<file path="src/rtl/aes_dec_pkg.sv">
// Shared definitions for the AES decrypt-round datapath blocks:
// FSM state encoding, state-buffer geometry, the inverse S-box table
// and the row/column helper used by InvShiftRows.
package aes_dec_pkg;

  // One-hot control states shared by the statemt-buffer stages.
  typedef enum logic [3:0] {
    ST_IDLE  = 4'b0001,
    ST_READ  = 4'b0010,
    ST_WRITE = 4'b0100,
    ST_DONE  = 4'b1000
  } state_t;

  localparam int STATE_WORDS = 16;
  localparam int ROWS        = 4;
  localparam int COLS        = 4;

  // Last step index of each phase. READ has one extra step because the
  // RAM returns data one cycle after the address is presented.
  localparam logic [3:0] READ_LAST_K  = 4'd8;
  localparam logic [3:0] WRITE_LAST_K = 4'd7;

  // Inverse S-box, entry 0x00 in the most significant byte.
  localparam logic [2047:0] INV_SBOX_FLAT = {
    128'h52096ad53036a538bf40a39e81f3d7fb,
    128'h7ce339829b2fff87348e4344c4dee9cb,
    128'h547b9432a6c2233dee4c950b42fac34e,
    128'h082ea16628d924b2765ba2496d8bd125,
    128'h72f8f66486689816d4a45ccc5d65b692,
    128'h6c704850fdedb9da5e154657a78d9d84,
    128'h90d8ab008cbcd30af7e45805b8b34506,
    128'hd02c1e8fca3f0f02c1afbd0301138a6b,
    128'h3a9111414f67dcea97f2cfcef0b4e673,
    128'h96ac7422e7ad3585e2f937e81c75df6e,
    128'h47f11a711d29c5896fb7620eaa18be1b,
    128'hfc563e4bc6d279209adbc0fe78cd5af4,
    128'h1fdda8338807c731b11210592780ec5f,
    128'h60517fa919b54a0d2de57a9f93c99cef,
    128'ha0e03b4dae2af5b0c8ebbb3c83539961,
    128'h172b047eba77d626e169146355210c7d
  };

  function automatic logic [7:0] inv_sbox_lookup(input logic [7:0] x);
    return INV_SBOX_FLAT[8*(255 - int'(x)) +: 8];
  endfunction

  // Word index r + 4*c -> buffer index holding the byte that InvShiftRows
  // moves there: row r, column (c - r) mod 4 (2-bit wrap-around).
  function automatic logic [3:0] src_index(input logic [3:0] word);
    logic [1:0] row;
    logic [1:0] col;
    row = word[1:0];
    col = word[3:2] - row;
    return {col, row};
  endfunction

endpackage

</file>
<file path="src/rtl/inv_sbox.sv">
// Combinational inverse S-box lookup, one byte in, one byte out.
module inv_sbox
  import aes_dec_pkg::*;
(
  input  logic [7:0] i_byte,
  output logic [7:0] o_byte
);

  assign o_byte = inv_sbox_lookup(i_byte);

endmodule

</file>
<file path="src/rtl/inv_shift_row_byte_sub.sv">
// InvShiftRows + InvSubBytes applied in place on the dual-port statemt RAM.
// All 16 bytes are read into a local buffer (two per cycle), then the
// shifted, substituted bytes are written back two per cycle.
// Optional feature macro: LOGIC_LOCK_EN adds the working_key input that
// gates the read phase and masks the write data.
module inv_shift_row_byte_sub
  import aes_dec_pkg::*;
#(
  parameter int ADDR_W = 5,
  parameter int DATA_W = 32
) (
  input  logic              ap_clk,
  input  logic              ap_rst_n,
`ifdef LOGIC_LOCK_EN
  input  logic [63:0]       working_key,
`endif
  input  logic              ap_start,
  output logic              ap_done,
  output logic              ap_idle,
  output logic              ap_ready,
  output logic [ADDR_W-1:0] statemt_address0,
  output logic              statemt_ce0,
  output logic              statemt_we0,
  output logic [DATA_W-1:0] statemt_d0,
  input  logic [DATA_W-1:0] statemt_q0,
  output logic [ADDR_W-1:0] statemt_address1,
  output logic              statemt_ce1,
  output logic              statemt_we1,
  output logic [DATA_W-1:0] statemt_d1,
  input  logic [DATA_W-1:0] statemt_q1
);

  // Handshake: ap_start is sampled only in IDLE; ap_done and ap_ready pulse
  // together for one cycle in DONE; ap_idle is high in IDLE while ap_start=0.

  state_t     r_state;
  state_t     w_state_nxt;
  logic [3:0] r_k;
  logic [3:0] w_k_nxt;
  logic [7:0] r_buf [STATE_WORDS];

  logic [3:0] w_word0;
  logic [3:0] w_word1;
  logic [3:0] w_kp;
  logic [7:0] w_sbox_in0;
  logic [7:0] w_sbox_in1;
  logic [7:0] w_sbox_out0;
  logic [7:0] w_sbox_out1;
  logic [7:0] w_key_mask;
  logic       w_skip_read;
  logic       w_unused;

`ifdef LOGIC_LOCK_EN
  logic w_unused_key;
  assign w_skip_read  = working_key[12];
  assign w_key_mask   = working_key[20:13] ^ 8'h5A;
  assign w_unused_key = ^{working_key[63:21], working_key[11:0]};
`else
  assign w_skip_read = 1'b0;
  assign w_key_mask  = 8'h00;
`endif

  // Each step k touches the word pair {2k, 2k+1}.
  assign w_word0 = {r_k[2:0], 1'b0};
  assign w_word1 = {r_k[2:0], 1'b1};
  assign w_kp    = r_k - 4'd1;

  assign w_sbox_in0 = r_buf[src_index(w_word0)];
  assign w_sbox_in1 = r_buf[src_index(w_word1)];

  assign w_unused = ^{statemt_q0[DATA_W-1:8], statemt_q1[DATA_W-1:8], w_kp[3]};

  inv_sbox u_inv_sbox0 (
    .i_byte (w_sbox_in0),
    .o_byte (w_sbox_out0)
  );

  inv_sbox u_inv_sbox1 (
    .i_byte (w_sbox_in1),
    .o_byte (w_sbox_out1)
  );

  // State and step counter registers.
  always_ff @(posedge ap_clk or negedge ap_rst_n) begin
    if (!ap_rst_n) begin
      r_state <= ST_IDLE;
      r_k     <= 4'd0;
    end else begin
      r_state <= w_state_nxt;
      r_k     <= w_k_nxt;
    end
  end

  // Next-state and step counter.
  always_comb begin
    w_state_nxt = r_state;
    w_k_nxt     = r_k;
    case (r_state)
      ST_IDLE: begin
        if (ap_start) begin
          w_k_nxt     = 4'd0;
          w_state_nxt = w_skip_read ? ST_WRITE : ST_READ;
        end
      end
      ST_READ: begin
        if (r_k == READ_LAST_K) begin
          w_k_nxt     = 4'd0;
          w_state_nxt = ST_WRITE;
        end else begin
          w_k_nxt = r_k + 4'd1;
        end
      end
      ST_WRITE: begin
        if (r_k == WRITE_LAST_K) begin
          w_k_nxt     = 4'd0;
          w_state_nxt = ST_DONE;
        end else begin
          w_k_nxt = r_k + 4'd1;
        end
      end
      ST_DONE: begin
        w_k_nxt     = 4'd0;
        w_state_nxt = ST_IDLE;
      end
      default: begin
        w_k_nxt     = 4'd0;
        w_state_nxt = ST_IDLE;
      end
    endcase
  end

  // RAM port controls and handshake outputs decoded from the current state.
  always_comb begin
    ap_done          = 1'b0;
    ap_ready         = 1'b0;
    ap_idle          = 1'b0;
    statemt_ce0      = 1'b0;
    statemt_we0      = 1'b0;
    statemt_ce1      = 1'b0;
    statemt_we1      = 1'b0;
    statemt_address0 = '0;
    statemt_address1 = '0;
    statemt_d0       = '0;
    statemt_d1       = '0;
    case (r_state)
      ST_IDLE: begin
        ap_idle = !ap_start;
      end
      ST_READ: begin
        if (r_k != READ_LAST_K) begin
          statemt_ce0      = 1'b1;
          statemt_ce1      = 1'b1;
          statemt_address0 = {{(ADDR_W-4){1'b0}}, w_word0};
          statemt_address1 = {{(ADDR_W-4){1'b0}}, w_word1};
        end
      end
      ST_WRITE: begin
        statemt_ce0      = 1'b1;
        statemt_ce1      = 1'b1;
        statemt_we0      = 1'b1;
        statemt_we1      = 1'b1;
        statemt_address0 = {{(ADDR_W-4){1'b0}}, w_word0};
        statemt_address1 = {{(ADDR_W-4){1'b0}}, w_word1};
        statemt_d0       = {{(DATA_W-8){1'b0}}, w_sbox_out0 ^ w_key_mask};
        statemt_d1       = {{(DATA_W-8){1'b0}}, w_sbox_out1 ^ w_key_mask};
      end
      ST_DONE: begin
        ap_done  = 1'b1;
        ap_ready = 1'b1;
      end
      default: begin
        ap_idle = 1'b0;
      end
    endcase
  end

  // Capture read data one step after its address was issued.
  always_ff @(posedge ap_clk or negedge ap_rst_n) begin
    if (!ap_rst_n) begin
      for (int i = 0; i < STATE_WORDS; i++) begin
        r_buf[i] <= 8'h00;
      end
    end else if (r_state == ST_READ && r_k != 4'd0) begin
      r_buf[{w_kp[2:0], 1'b0}] <= statemt_q0[7:0];
      r_buf[{w_kp[2:0], 1'b1}] <= statemt_q1[7:0];
    end
  end

endmodule

</file>
<file path="config.mk">
export PLATFORM = sky130hd
export DESIGN_NAME = inv_shift_row_byte_sub
export DESIGN_NICKNAME = d
export VERILOG_FILES = /design/src/rtl/aes_dec_pkg.sv /design/src/rtl/inv_sbox.sv /design/src/rtl/inv_shift_row_byte_sub.sv
export SDC_FILE = /design/constraint.sdc
export NUM_CORES = 1
export LEC_CHECK = 0
export BUFFER_PORTS_ARGS = -buffer_cell sky130_fd_sc_hd__buf_2
export CAP_MARGIN = 25
export CORE_MARGIN = 2
export CORE_UTILIZATION = 30
export CTS_CLUSTER_DIAMETER = 150
export DETAILED_ROUTE_END_ITERATION = 10
export HOLD_SLACK_MARGIN = 0.02
export SETUP_SLACK_MARGIN = 0.3
export SYNTH_ARGS = -nofsm -noshare
export SYNTH_HDL_FRONTEND = slang
export SYNTH_HIERARCHICAL = 1
export SYNTH_SLANG_ARGS = --single-unit
</file>
<file path="constraint.sdc">
create_clock -name ap_clk -period 6.4 [get_ports ap_clk]
set_input_delay 1.6 -clock ap_clk [delete_from_list [all_inputs] [get_ports ap_clk]]
set_output_delay 1.6 -clock ap_clk [all_outputs]
set_load 0.005 [all_outputs]
</file>
After elaboration in Yosys (flattened, before gate mapping) --
Index checks and enable logic that the tools add are counted.
Operators by class: $add $sub $neg 6, order comparisons 6, equality and inequality tests 10, shift-type cells 2, multiplexer cells 31, bitwise gates (word level) 4, reductions and logical operators 6
Operator list (number):
- indexed part select 2048 x 32 -> 8 bit (first input constant) | 2
- bitwise mux 128 bit | 2
- binary-select mux 8 bit (select 4 bit) | 2
- demux 8 bit (select 4 bit) | 2
- two-way mux 8 bit | 8
- two-way mux 4 bit | 8
- one-hot mux 4 bit (3 select lines) | 2
- greater-or-equal comparator 5 bit (second input constant) | 4
- NOT 4 -> 5 bit | 4
- subtractor 8 x 8 -> 9 bit (first input constant) | 2
- one-hot mux 4 bit (2 select lines) | 2
- less-than comparator 5 x 1 -> 1 bit (second input constant) | 2
- == test 4 x 3 -> 1 bit (second input constant) | 2
- == test 4 bit (second input constant) | 2
- != test 2 bit (second input constant) | 3
- adder 4 x 1 -> 4 bit (second input constant) | 1
- == test 4 x 1 -> 1 bit (second input constant) | 1
- == test 4 x 2 -> 1 bit (second input constant) | 1
- two-way mux 1 bit | 4
- != test 4 bit (second input constant) | 1
- nonzero test 4 bit | 1
- subtractor 2 bit | 2
- logical AND 1 bit | 3
- AND reduction 3 bit | 1
- 3 further kinds | 3
Word-level totals: register bits 136, bits of input ports 67, output and inout port bits 81, logic and storage cells 83

Depth between registers and ports, before layout --
Gate-level depths: netlist of the first run.
depth in word-level cells 8, gate-level depth with buffers 19, depth with buffers taken out 13

By module --
The synthesis of the first run kept the hierarchy.
By module, submodules not included:
- inv_shift_row_byte_sub | times used 1, cells each 526, area an instance 7006.7 um^2
- inv_sbox at u_inv_sbox1 | times used 1, cells each 573, area an instance 3500.9 um^2
- inv_sbox at u_inv_sbox0 | times used 1, cells each 556, area an instance 3423.3 um^2

Worst setup path after synthesis of the first run --
OpenSTA, ideal clock, no wires.
kind reg-to-output, start point register r_k[0], end point output port statemt_d0[1], arrival time 3804 ps, slack 996 ps, cell stages (with the launch flop) 16, path buffers 5, cells stage by stage dfrtp_1 buf_2 buf_2 mux4_2 mux2_2 buf_4 buf_2 inv_1 ha_1 buf_4 nor2b_1 o311a_1 a311o_1 a31oi_1 and3_1 and2_1
Between the ends: cells in the longest elaborated chain, start to end 8
RTL lines:
- start: declaration | line inv_shift_row_byte_sub.sv:38 | logic [3:0] r_k;
- start signal: assignment | line inv_shift_row_byte_sub.sv:90 | r_k <= w_k_nxt;
- subtractor 2 bit | line aes_dec_pkg.sv:53 | col = word[3:2] - row;
- NOT 4 -> 5 bit (not written as such) * | line inv_shift_row_byte_sub.sv:68 | assign w_sbox_in0 = r_buf[src_index(w_word0)];
- binary-select mux 8 bit (select 4 bit) * | line inv_shift_row_byte_sub.sv:68
- two-way mux 8 bit (not written as such) * (2 in a row) | line inv_shift_row_byte_sub.sv:68
- named net w_sbox_in0[0] | line inv_shift_row_byte_sub.sv:45 | logic [7:0] w_sbox_in0;
- subtractor 8 x 8 -> 9 bit * | line aes_dec_pkg.sv:44 | return INV_SBOX_FLAT[8*(255 - int'(x)) +: 8];
- indexed part select 2048 x 32 -> 8 bit * | line aes_dec_pkg.sv:44
- named net w_sbox_out0[1] | line inv_shift_row_byte_sub.sv:47 | logic [7:0] w_sbox_out0;
- two-way mux 8 bit * | line inv_shift_row_byte_sub.sv:145 | case (r_state)
- end: declaration | line inv_shift_row_byte_sub.sv:24 | output logic [DATA_W-1:0] statemt_d0,
Mark *: on every way through the listed nets, which the timed path passes. The rest lies on a longest branch. The select of a mux whose other input is x is not followed.

Worst setup path in the final report of the first run --
start point register r_k[2], end point output port statemt_d1[2]
Between the ends: cells in the longest elaborated chain, start to end 8
RTL lines:
- subtractor 2 bit | line aes_dec_pkg.sv:53
- NOT 4 -> 5 bit (not written as such) | line inv_shift_row_byte_sub.sv:69 | assign w_sbox_in1 = r_buf[src_index(w_word1)];
- binary-select mux 8 bit (select 4 bit) | line inv_shift_row_byte_sub.sv:69
- two-way mux 8 bit (not written as such) (2 in a row) | line inv_shift_row_byte_sub.sv:69
- named net w_sbox_in1[3] | line inv_shift_row_byte_sub.sv:46 | logic [7:0] w_sbox_in1;
- subtractor 8 x 8 -> 9 bit | line aes_dec_pkg.sv:44
- indexed part select 2048 x 32 -> 8 bit | line aes_dec_pkg.sv:44
- named net w_sbox_out1[2] | line inv_shift_row_byte_sub.sv:48 | logic [7:0] w_sbox_out1;
- two-way mux 8 bit | line inv_shift_row_byte_sub.sv:145
- end: declaration | line inv_shift_row_byte_sub.sv:29 | output logic [DATA_W-1:0] statemt_d1,
The timed path passes the listed nets, and every way through them passes these cells. The select of a mux whose other input is x is not followed.

==> out/metrics.cfg, run 1 <==
[clock_tree]
clock_latency_ns = 0.42
cts_tree = built
postCtsHoldBufs = 0
cts_root_buf = clkbuf_16
cts_num_sinks = 136
cts.path.max_buffers = 2
cts_made_buffers = 17
ctsHtreeMaxLevel = 4
cts.clk_slew.worst_paths_ns = 0.06

[power]
irDropWorstVdd_uv = 228
pwr_density_cell_mw_per_mm2 = 598
p_leak_nw = 6.12

[synth]
synth_ff_type = dfrtp_1
async_reset_ff_frac = 1.00
ys_types = 94
synth-seq-cells = 136
ys_seq_area_frac = 0.244
netlist_area_mm2 = 0.0139
syn_inst = 1655
synth_warnings = 6
synth-edff-count = 0
syn_area_per_cell_um2 = 8.42

[setup_path]
crit_fanout = 15
crit_top_cell = buf_4
cp_data_required_time_ns = 4.80
cpPeakStageDelay_ns = 0.56
crit_type = reg -> out
endpoint_kind = output pin
critical-path-slowest-cell = a221o_4
critical-path-top-delay-family = compound AO/OA/AOI/OAI gates
cp_cell_sequence = buf_4 > inv_1 > nor2_2 > buf_4 > a22o_2 > a221o_4 > buf_4 > nor2_1 > o21ai_0 > and4b_1 > a211oi_1 > a211oi_1 > and2_1 > buf_2
cp-start-kind = register
critPathBufInv = 5
arrival_ns = 4.40

[run]
drv_cap = 0

[sta]
fmax_mhz = 167
finalCritPeriodShare = 0.937
setup_violations = 0
slew_viol_final = 0
finalHoldViolations = 0
finalSetupTns_ns = 0
rsz0062_at_grt = yes
tightest_slew_ns = 0.978
slew_headroom = 0.348
fin_skew_ns = 0.00632
post-route-min-period_ns = 6.00

[floorplan]
start_util = 0.306
core_area_mm2 = 0.0456
die_y_um = 219
dieArea_mm2 = 0.0482
dieWidth_um = 219
io_pins = 148
rows = 78

[place]
hpwl_um = 35300
portBuffers = 48
place.gp.congestion = 1.01

[finish]
drive_gt1_frac = 0.248
syn_to_final_growth_pct = 10.8
layout_commonest_cell = mux2_2
fin_util = 0.339
fin_nets = 1757
layout_common_cells = 133 x mux2_2, 132 x dfrtp_1, 119 x a21oi_1, 108 x nand2_1, 102 x o21ai_0

[global_routing]
overflow = 0
grt_max_degree = 92
grt_pass1_vias = 13000
track_usage = 0.214
grt_pass1_wl_um = 80200
antenna_found_initial = 5

[routing]
drc = 0
viasPerCell = 6.23
avgRoutedWirePerCell_um = 23.5
drtAntennaViolNets = 0
drtIter0Drc = 2145
dr.pass1.iters = 7
drt_wl_total_um = 53200
vias = 14100

[outcome]
outcome = completed

[worst_hold_path]
min_path_type = reg -> reg

## worst register-to-register path, cell delays in order (launching register included)
cell      delay (ns)
dfrtp_2         0.42
buf_4           0.38
clkinv_1        0.17
buf_4           0.21
ha_1            0.32
and2b_2         0.29
and3_1          0.83
mux2_2          0.43
## per-layer routing
layer / GRT usage / vias up / share of wire
met3: 0.0479 / 202 / 0.12
li1: - / 6081 / -
met4: 0.0892 / 6 / 0.046
met5: 0 / - / 0.00064
met2: 0.322 / 1006 / 0.43
met1: 0.294 / 6806 / 0.41
## synth_stat cells, types with 6 or more instances
library cell	count	share of area
inv_1	25	0.0067
a311oi_1	19	0.012
and2_1	27	0.012
buf_6	20	0.016
or2_2	6	0.0027
nor4_1	6	0.0027
nand2_1	108	0.029
a211oi_1	33	0.018
nand2b_1	40	0.018
mux2_4	10	0.011
o21ai_0	103	0.037
mux4_2	14	0.023
a21o_1	9	0.0048
and3_1	12	0.0054
buf_2	69	0.025
ha_1	42	0.038
nor2_1	99	0.027
or3_1	12	0.0054
a31oi_1	38	0.017
a22o_1	11	0.0069
a21oi_1	120	0.043
a211o_1	14	0.0088
nand4_1	8	0.0036
buf_4	76	0.041
a2111oi_0	11	0.0069
mux2_2	133	0.11
a221o_1	8	0.0057
a311o_1	9	0.0065
mux2i_1	20	0.014
clkbuf_1	60	0.016
o311ai_0	13	0.0082
o21ai_1	10	0.0036
nor2b_1	51	0.023
nor3_1	43	0.015
o31ai_1	11	0.0059
o2111ai_1	9	0.0057
o22ai_1	8	0.0036
a221oi_1	28	0.018
o211ai_1	32	0.017
a22oi_1	9	0.0048
nand3b_1	6	0.0032
dfrtp_1	135	0.24
nand3_1	39	0.014
## cell type report
type | count | area, µm²
fill | 4692 | 30100
multi-input combinational | 1310 | 9430
sequential | 136 | 3410
timing repair buffer | 153 | 1150
tap | 600 | 751
clock buffer | 21 | 460
inverter | 29 | 130
clock inverter | 11 | 100
timing repair inverter | 1 | 5.00
antenna | 1 | 2.50
## sequential cells by signal (all words and copies together), names as in the netlist
register	flops
r_buf	128
r_k	4
r_state	4
## cells by family (layout without fill, tap and decap cells)
logic type	count (synthesis)	count (layout)	share of synthesized area
AOI/OAI and AO/OA	542	545	0.265
xor gates and xnor gates	3	3	0.00243
adders and majority gates	42	42	0.0377
buffers and inverters	262	215	0.110
DFF	136	136	0.244
muxes	180	180	0.158
other	1	52	0.000269
and+or+nand+nor	489	489	0.183
## power by group
group          internal, mW  switching, mW
sequential             1.01         0.0920
clock                 0.553          0.360
combinational          2.53           4.68
total                  4.10           5.13
## repair_timing
action / CTS / global route
pin swaps: 2 / 6
setup endpoints to repair: 13 / 14
buffers inserted: 4 / 1
endpoints found under the hold margin: 0 / 0
gates resized for setup: 10 / 28
cloned: 2 / 3
## through the flow
stage / setup WS (ns) / area, µm² / hold slack, ns / power [mW] / instances
after global routing: 0.268 / 15400 / 0.510 / 9.65 / 2261
after floorplan: 0.996 / 14100 / 0.459 / 5.71 / 1705
final: 0.405 / 15400 / 0.490 / 9.23 / 2262
after global placement: 0.392 / 14600 / 0.473 / 7.84 / 2218
after detailed placement: 0.446 / 14600 / 0.488 / 7.76 / 2218
after CTS: 0.246 / 15200 / 0.495 / 8.76 / 2256
## worst paths after layout
check	from	end	slack, ns	cells after the start
worst max-delay path	r_k[2]	statemt_d1[2]	0.40	14
worst min-delay path	r_buf[49]	r_buf[49]	0.49	1
worst max register to register	r_k[1]	r_buf[9]	3.25	7
worst min register to register	r_buf[49]	r_buf[49]	0.49	1
max in group asynchronous	ap_rst_n	r_k[2]	3.97	2
min in group asynchronous	ap_rst_n	r_buf[93]	1.25	1
No activity file was read; power rests on OpenSTA's default activity.
==> inputs of run 2 (changes only) <==
--- a/config.mk
+++ b/config.mk
@@ -12,6 +12,7 @@
 export CTS_CLUSTER_DIAMETER = 150
 export DETAILED_ROUTE_END_ITERATION = 10
 export HOLD_SLACK_MARGIN = 0.02
+export MAX_ROUTING_LAYER = met4
 export SETUP_SLACK_MARGIN = 0.3
 export SYNTH_ARGS = -nofsm -noshare
 export SYNTH_HDL_FRONTEND = slang
==> run 2 against run 1 <==
  * Design area fell by 0.25%
  * Sequential share of layout area up 0.088 points
  * Sequential power about the same
  * Routed wire length shrank 2.2%
  * Critical endpoint is now statemt_d1[7]
  * Largest cell class unchanged
==> out/metrics.cfg, run 2 (synthesis results as in run 1) <==
[outcome]
outcome = completed

[setup_path]
cp_data_required_time_ns = 4.80  ; about the same
regToRegEndpoint = r_buf[73]
crit_top_cell = or2_4
cp-start-kind = register
r2r-start = r_k[1]
crit_fanout = 22  ; +7
cp_cell_sequence = nor2b_1 > or2_4 > and2_2 > a221o_1 > buf_4 > ha_1 > or2_4 > a21oi_1 > a211oi_1 > a2111oi_2 > nor4_1 > a311o_1 > and2_1 > buf_2
r2r_cells = 6  ; -1
arrival_ns = 4.45  ; +0.05 ns
endpoint_kind = output pin
crit_type = reg -> out
cpPeakStageDelay_ns = 0.54  ; -0.02 ns
critical-path-slowest-cell = dfrtp_4
r2r_slack_ns = 3.25  ; about the same

[finish]
reg.largest.list = r_buf x128, r_k x4, r_state x4
top_register = r_buf
fin_nets = 1745  ; -0.68%
largest_register_ff_count = 128  ; unchanged
layout_common_cells = 132 x mux2_2, 132 x dfrtp_1, 119 x a21oi_1, 108 x nand2_1, 102 x o21ai_0
drive_gt1_frac = 0.245  ; -0.00350
syn_to_final_growth_pct = 10.5

[floorplan]
core_area_mm2 = 0.0456  ; unchanged
io_pins = 148  ; unchanged
start_util = 0.306  ; unchanged
die_y_um = 219  ; unchanged
rows = 78  ; unchanged
dieArea_mm2 = 0.0482  ; unchanged
dieWidth_um = 219  ; unchanged

[routing]
dr.pass1.iters = 8  ; +1
vias = 13800  ; -2.0%
drtIter0Drc = 2077  ; -3.2%
drc = 0  ; unchanged
drtAntennaViolNets = 0  ; unchanged
drt_wl_total_um = 52100  ; -2.2%
viasPerCell = 6.14  ; -1.5%
avgRoutedWirePerCell_um = 23.1  ; -1.8%

[global_routing]
grt_max_degree = 103  ; +12%
gr-usage-met1 = 0.298  ; +0.00352
antenna_found_initial = 4  ; -1
grt_pass1_wl_um = 79300  ; -1.1%
grt_use_met2 = 0.318  ; -0.00347
overflow = 0  ; unchanged
track_usage = 0.217  ; +0.00336
busiest_layer = met2
use_met3 = 0.0377  ; -0.0102
grt_pass1_vias = 12900  ; -0.92%

[clock_tree]
cts_tree = built
cts_made_buffers = 17  ; unchanged
cts_root_buf = clkbuf_16
cts.path.max_buffers = 2  ; unchanged
clock_latency_ns = 0.42  ; about the same
ctsHtreeMaxLevel = 4  ; unchanged
postCtsHoldBufs = 0  ; unchanged
cts_num_sinks = 136  ; unchanged
cts.clk_slew.worst_paths_ns = 0.06  ; about the same

[sta]
setup_violations = 0  ; unchanged
finalCritPeriodShare = 0.945  ; +0.00870
finalSetupTns_ns = 0  ; unchanged
holdWs_ns = 0.496  ; +0.00570 ns
fin_skew_ns = 0.00756  ; +0.00124 ns
tightest_slew_ns = 1.09  ; +0.114 ns
post-route-min-period_ns = 6.05  ; +0.0557 ns
setup_ws_ns = 0.349  ; -0.0557 ns
rsz0062_at_grt = yes
slew_viol_final = 0  ; unchanged
finalHoldViolations = 0  ; unchanged
fmax_mhz = 165  ; -0.92%
slew_headroom = 0.272  ; -0.0758

[power]
clock_power_share = 0.113  ; +0.014
power_switching_share = 0.547  ; -0.00847
netSwitchingPower_mw = 5.07  ; -1.3%
internal_power_mw = 4.19  ; +2.2%
p_leak_nw = 6.10  ; -0.34%
power_frac_seq = 0.120  ; about the same
power.share.combinational = 0.767  ; -0.014
irDropWorstVdd_uv = 252  ; +10%
pwr_density_cell_mw_per_mm2 = 601  ; +0.50%

[worst_hold_path]
hold_depth = 1  ; unchanged
hold_start = r_buf[49]
whs_endpoint = r_buf[49]
min_path_type = reg -> reg

[run]
drv_cap = 0  ; unchanged

[place]
place.gp.congestion = 0.982  ; -2.5%
post-place-ws_ns = 0.381  ; -0.0655 ns
portBuffers = 48  ; unchanged
hpwl_um = 35500  ; +0.42%

## run 2: final cells by class
type,instances,area [µm²]
fillers,4690,30200
multi-input cells,1308,9410
flip-flops and latches,136,3410
repair buffers,144,1050
well taps,600,751
clock buffers,21,470
clock inverters,10,168
inverters,29,124
diodes,4,10.0
## run 2: repair_timing
| action | CTS | global route |
|---|---|---|
| gates resized for setup | 14 | 33 |
| buffers inserted | 0 | 7 |
| setup endpoints to repair | 15 | 16 |
| endpoints found under the hold margin | 0 | 0 |
| gates cloned | 0 | 1 |
| pin swaps | 1 | 2 |
## run 2: worst max path at each step
stage                     cells past startpoint  startpoint            end  slack [ns]
after floorplan                              15      r_k[0]  statemt_d0[1]         1.0
after global placement                       14      r_k[2]  statemt_d1[6]        0.37
after detailed placement                     15      r_k[2]  statemt_d1[6]        0.38
after CTS                                    15      r_k[0]  statemt_d1[2]        0.26
after global routing                         16      r_k[0]  statemt_d1[5]        0.24
final                                        14      r_k[0]  statemt_d1[7]        0.35
## run 2: critical path, delay by kind of cell (launching register included)
| family | cells | cell delay (ns) |
|---|---|---|
| compound gates | 5 | 1.48 |
| fa+ha+maj | 1 | 0.25 |
| buf+inv | 2 | 0.40 |
| flops | 1 | 0.54 |
| simple gates | 6 | 1.33 |
## run 2: per-stage QoR
stage                     cells  area [µm²]  power (mW)  utilization
after floorplan            1705       14100        5.71            -
after global placement     2209       14500        7.80        0.319
after detailed placement   2209       14500        7.70        0.319
after CTS                  2240       15200        8.80        0.334
after global routing       2251       15400        9.72        0.338
final                      2252       15400        9.26        0.338
## run 2: routing by layer
layer	part of all wire	wire length [µm]
met5	0	0
met4	0.038	2000
met3	0.11	5580
met2	0.44	22700
met1	0.42	21800
## run 2: power by group through the flow
stage          Sequential [mW]  Combinational (mW)  Clock, mW
2_1_floorplan             1.08                4.63          0
3_3_place_gp              1.12                6.68          0
3_5_place_dp              1.13                6.57          0
4_1_cts                   1.12                6.62       1.06
5_1_grt                   1.13                7.48       1.11
6_report                  1.11                7.10       1.04
